$ cat config.mk
export PLATFORM = sky130hd
export DESIGN_NAME = fhe_kernel_rr_scheduler
export DESIGN_NICKNAME = d
export VERILOG_FILES = /design/src/rtl/fhe_kernel_rr_scheduler.sv
export SDC_FILE = /design/constraint.sdc
export NUM_CORES = 1
export LEC_CHECK = 0
export CAP_MARGIN = 20
export CORE_UTILIZATION = 40
export CTS_BUF_LIST = sky130_fd_sc_hd__clkbuf_16
export CTS_CLUSTER_DIAMETER = 150
export DETAILED_ROUTE_END_ITERATION = 7
export PLACE_DENSITY_LB_ADDON = 0.25
export SYNTH_ARGS = -nofsm -noshare
export SYNTH_HDL_FRONTEND = slang
export SYNTH_SLANG_ARGS = --single-unit
$ cat constraint.sdc
create_clock -name clk -period 4.77 [get_ports clk]
set_input_delay 0.954 -clock clk [delete_from_list [all_inputs] [get_ports clk]]
set_output_delay 0.954 -clock clk [all_outputs]
set_load 0.05 [all_outputs]
$ cat src/rtl/fhe_kernel_rr_scheduler.sv
// Round-robin scheduler that time-shares one external combinational bit-manipulation kernel.
// Optional macro FHE_SCHED_BACK2BACK_EN: take the next grant on the response handshake edge, skipping IDLE.
module fhe_kernel_rr_scheduler #(
  parameter int NUM_REQ    = 4,
  parameter int DATA_W     = 32,
  parameter int ID_W       = 2,
  parameter int KERNEL_LAT = 2
) (
  input  logic                      clk,
  input  logic                      rst_n,
  input  logic [NUM_REQ-1:0]        req_valid,
  input  logic [NUM_REQ*DATA_W-1:0] req_data,
  output logic [NUM_REQ-1:0]        req_ready,
  output logic [DATA_W-1:0]         kern_x,
  input  logic [DATA_W-1:0]         kern_y,
  output logic                      rsp_valid,
  input  logic                      rsp_ready,
  output logic [DATA_W-1:0]         rsp_data,
  output logic [ID_W-1:0]           rsp_id,
  output logic                      busy
);

  localparam int CNT_W = $clog2(KERNEL_LAT + 1);
  localparam logic [CNT_W-1:0] CNT_LAST = CNT_W'(KERNEL_LAT);

  typedef enum logic [1:0] {IDLE, WAIT, RESP} state_t;

  state_t            state;
  logic [ID_W-1:0]   ptr;
  logic [CNT_W-1:0]  cnt;
  logic              gnt_found;
  logic [ID_W-1:0]   gnt_idx;
  logic [DATA_W-1:0] gnt_data;
  logic              accept;

  // Scan from farthest to nearest so the requester closest after ptr wins.
  always_comb begin
    gnt_found = 1'b0;
    gnt_idx   = '0;
    for (int k = NUM_REQ; k >= 1; k--) begin
      if (req_valid[(int'(ptr) + k) % NUM_REQ]) begin
        gnt_found = 1'b1;
        gnt_idx   = ID_W'((int'(ptr) + k) % NUM_REQ);
      end
    end
  end

  assign gnt_data = req_data[int'(gnt_idx)*DATA_W +: DATA_W];

`ifdef FHE_SCHED_BACK2BACK_EN
  assign accept = gnt_found && ((state == IDLE) || ((state == RESP) && rsp_ready));
`else
  assign accept = gnt_found && (state == IDLE);
`endif

  always_comb begin
    req_ready = '0;
    if (accept) begin
      req_ready[int'(gnt_idx)] = 1'b1;
    end
  end

  assign busy = (state != IDLE);

  // Accept loads the operand, then count KERNEL_LAT edges before sampling kern_y.
  always_ff @(posedge clk or negedge rst_n) begin
    if (!rst_n) begin
      state     <= IDLE;
      kern_x    <= '0;
      rsp_valid <= 1'b0;
      rsp_data  <= '0;
      rsp_id    <= '0;
      cnt       <= '0;
      ptr       <= ID_W'(NUM_REQ - 1);
    end else begin
      case (state)
        IDLE: begin
          if (accept) begin
            kern_x <= gnt_data;
            rsp_id <= gnt_idx;
            ptr    <= gnt_idx;
            cnt    <= CNT_W'(1);
            state  <= WAIT;
          end
        end
        WAIT: begin
          if (cnt == CNT_LAST) begin
            rsp_data  <= kern_y;
            rsp_valid <= 1'b1;
            state     <= RESP;
          end else begin
            cnt <= cnt + 1'b1;
          end
        end
        RESP: begin
          if (rsp_ready) begin
            rsp_valid <= 1'b0;
            state     <= IDLE;
            if (accept) begin
              kern_x <= gnt_data;
              rsp_id <= gnt_idx;
              ptr    <= gnt_idx;
              cnt    <= CNT_W'(1);
              state  <= WAIT;
            end
          end
        end
        default: state <= IDLE;
      endcase
    end
  end

  a_ready_onehot: assert property (@(posedge clk) disable iff (!rst_n) $onehot0(req_ready));

  a_rsp_stable: assert property (@(posedge clk) disable iff (!rst_n)
    (rsp_valid && !rsp_ready) |=> (rsp_valid && $stable(rsp_data) && $stable(rsp_id)));

endmodule

==> results by group <==
Pwr
  – Clock power frac: 0.141
  – PwrDens: 723 nW/um^2
  – Net Sw Frac: 0.482
  – Switching power: approximately 0.0023 W
  – Int Pwr: 0.00250 W
  – Pleak: 2.73 nW
  – Sequential share of power: 0.233
  – Gate power share: 0.626
  – Tot Pwr: between 0.004 and 0.005 W
  – Worst vdd ir: between 0.3 and 0.4 mV

Clock network
  – Cts bufs inserted: 9
  – Post-cts resize count: 0
  – Count of clock tree sinks: between 70 and 80
  – Clock-pin slew on the worst setup and hold paths: about 0.06 ns
  – Root buffer cell: clkbuf_16
  – Clk Latency, worst-skew pair: approximately 0.32 ns
  – CTS Hold Bufs: 0
  – Post CTS Setup Buffer Count: 0
  – Htree depth: 3
  – Clock tree buffer depth: 2
  – CTS tree: done

Synth
  – Dominant cells by area after synthesis: dfrtp_1 (46%), mux2_2 (9.3%), mux2i_1 (8.5%)
  – Mapped cell area: just under 4000 sq um
  – Post-synth EDFFs: 0
  – Mean post-synth cell area: roughly 11 sq um
  – Share of the synthesized area in the top cell type: 0.456
  – Post-synthesis adder-cell area fraction: 0.00321
  – Synth top cells by count: dfrtp_1 (71), nor2_1 (43), a211oi_1 (38)
  – Synth cell types: 31
  – Sequential fraction of the synthesis area: 0.470
  – Post-Synth Simple-Gate Area: 0.123
  – Syn Nets: between 500 and 600
  – Synth area leader: dfrtp_1
  – Asr flop ratio synth: 1.00
  – Main combinational cell family by area after synthesis: compound AO/OA/AOI/OAI gates
  – Synth Area in Compound Gates: 0.182
  – Post-synthesis cell count: approximately 340
  – Synth Register Bits: 73
  – Most common cell in the netlist: dfrtp_1
  – Post-synthesis mux area share: 0.177
  – Post-Synth XOR/XNOR Area: 0
  – Ys flop type: dfrtp_1
  – Ys Warns: 0

Worst setup path
  – RR Endpoint: kern_x[1]
  – Slowest stage delay, CP: between 0.5 and 0.6 ns
  – Slowest CP cell: o21bai_2
  – CP Launch Type: input pin
  – Critical path arrival: 3.18 ns
  – Worst endpoint required time: about 3.8 ns
  – Worst R2R Path Depth: 6
  – Worst Path Max Fanout: 16
  – CP Class: input pin to primary output
  – Critical path cell sequence: clkdlybuf4s50_1 > nor2b_1 > o21bai_2 > nand2_1 > nor2_1 > buf_12
  – Flop-to-flop setup slack: between 1.5 and 2 ns
  – Worst r2r src: state[1]
  – CP Capture Type: primary output

Timing
  – FMAX: between 200 and 250 MHz
  – RSZ-0062 raised after global routing: false
  – Final Slew Violations: 0
  – Worst slew pin tran: ~0.97 ns
  – Hold WS: roughly 0.47 ns
  – Setup TNS: 0 ns
  – Final min period: approximately 4.1 ns
  – Period utilisation layout: 0.867
  – Hold Violations, Final: 0
  – Clock skew: 0.0108 ns
  – Final Setup Violations: 0
  – Worst rel slew slack: 0.354

Die
  – Die Ht: 101 microns
  – Std cell rows: 35
  – Core Area: between 9000 and 10000 sq um
  – Full die area: between 10000 and 15000 sq um
  – Die W: between 100 and 150 microns
  – Starting Density: 0.418
  – # IOs: about 240

Global route
  – First-pass GRT wire length: 18900 microns
  – Pin count of the biggest net entering global routing: 74
  – Total grt overflow: 0
  – Vias in the first global route: between 3000 and 4000
  – Initial antenna violation count: 0
  – GRT Util Overall: 0.242

Layout
  – Nets@finish: roughly 740
  – Synth-to-Final Area Change: 71.1%
  – Ant. Diodes: 0
  – Share of layout cells above drive strength 1: 0.168

Drt
  – DRT iter0 DRCs: approximately 110
  – Via-to-Cell Ratio: between 5 and 6
  – DRC errors left: 0
  – Wirelength per Cell: ~17 microns
  – Total Wirelength: between 10000 and 15000 microns
  – Via count: 3661
  – Post-route ant nets: 0
  – Router iterations before antenna repair: 4

Run status
  – Status: finished, final reports clean

Hold path
  – Hold path start: cnt[0]
  – Worst Hold End: cnt[0]
  – Worst hold path cell count: 1
  – Type of the tightest min-delay check: register to register

Placement
  – Port Buf Inserts: approximately 240
  – Dpl hpwl: about 9300 microns
  – RePlAce Congestion: around 0.8

Flow run
  – Max-cap violations: 0
## final cells by class
| type | instances | area, sq um |
|---|---|---|
| Fill cell | 705 | 2660 |
| Timing Repair Buffer | 245 | 2450 |
| Multi-Input combinational cell | 239 | 1910 |
| Sequential cell | 73 | 1830 |
| Clock buffer | 9 | 225 |
| Tap cell | 129 | 161 |
| Clock inverter | 7 | 75.1 |
| Inverter | 3 | 11.3 |
## flip-flops by register name, indices dropped and copies added (netlist names)
register   count
rsp_data      32
rsp_id         2
state          2
kern_x        32
cnt            2
rsp_valid      1
ptr            2
## worst max path at each step
stage            startpoint            to  slack, ns  depth (start not counted)
5_1_grt        req_valid[1]  req_ready[0]       0.47                          6
2_1_floorplan  req_valid[1]  req_ready[1]       1.41                          6
3_5_place_dp   req_valid[0]  req_ready[0]       0.71                          6
6_report       req_valid[1]  req_ready[0]       0.63                          6
3_3_place_gp   req_valid[3]  req_ready[0]       0.75                          6
4_1_cts        req_valid[1]  req_ready[0]       0.68                          6
## cell families after synthesis
logic type	count (synthesis)
fa+ha+maj	1
buf+inv	29
flops	73
simple gates	95
compound gates	78
mux	65
## placed cells by master, fill, tap and decap left out, types with 9 or more instances in the layout
cell type / instances
a211oi_1: 38
a211oi_2: 26
and3_1: 32
buf_4: 10
clkbuf_16: 9
clkdlybuf4s50_1: 233
dfrtp_1: 71
mux2_2: 32
mux2i_1: 33
nor2_1: 41
## power by group through the flow
stage	Sequential (W)	Clock [W]	Combinational [W]
after floorplan	0.00210	0	0.00106
after global placement	0.00111	0	0.00297
after detailed placement	0.00113	0	0.00302
after CTS	0.00112	0.000692	0.00303
after global routing	0.00116	0.000719	0.00317
final	0.00112	0.000681	0.00301
## critical path, delay by kind of cell
kind	cells	cell delay, ns
simple gates	3	1.03
buf+inv	2	0.66
compound gates	1	0.52
## through the flow
step                utilization  instances  worst slack (ns)  instance area, sq um
floorplan                     -        341              1.41                  3890
global placement          0.682        689             0.754                  6360
detailed placement        0.682        689             0.713                  6360
CTS                       0.714        705             0.675                  6660
global route              0.714        705             0.472                  6660
finish                    0.714        705             0.634                  6660
## metal layers
layer	global-route usage	vias to the layer above	routed length, microns
li1	-	1724	-
met1	0.288	1774	4890
met2	0.432	145	6530
met3	0.0465	18	647
met4	0.0925	0	229
met5	0	-	0
(Power assumes the default switching activity.)
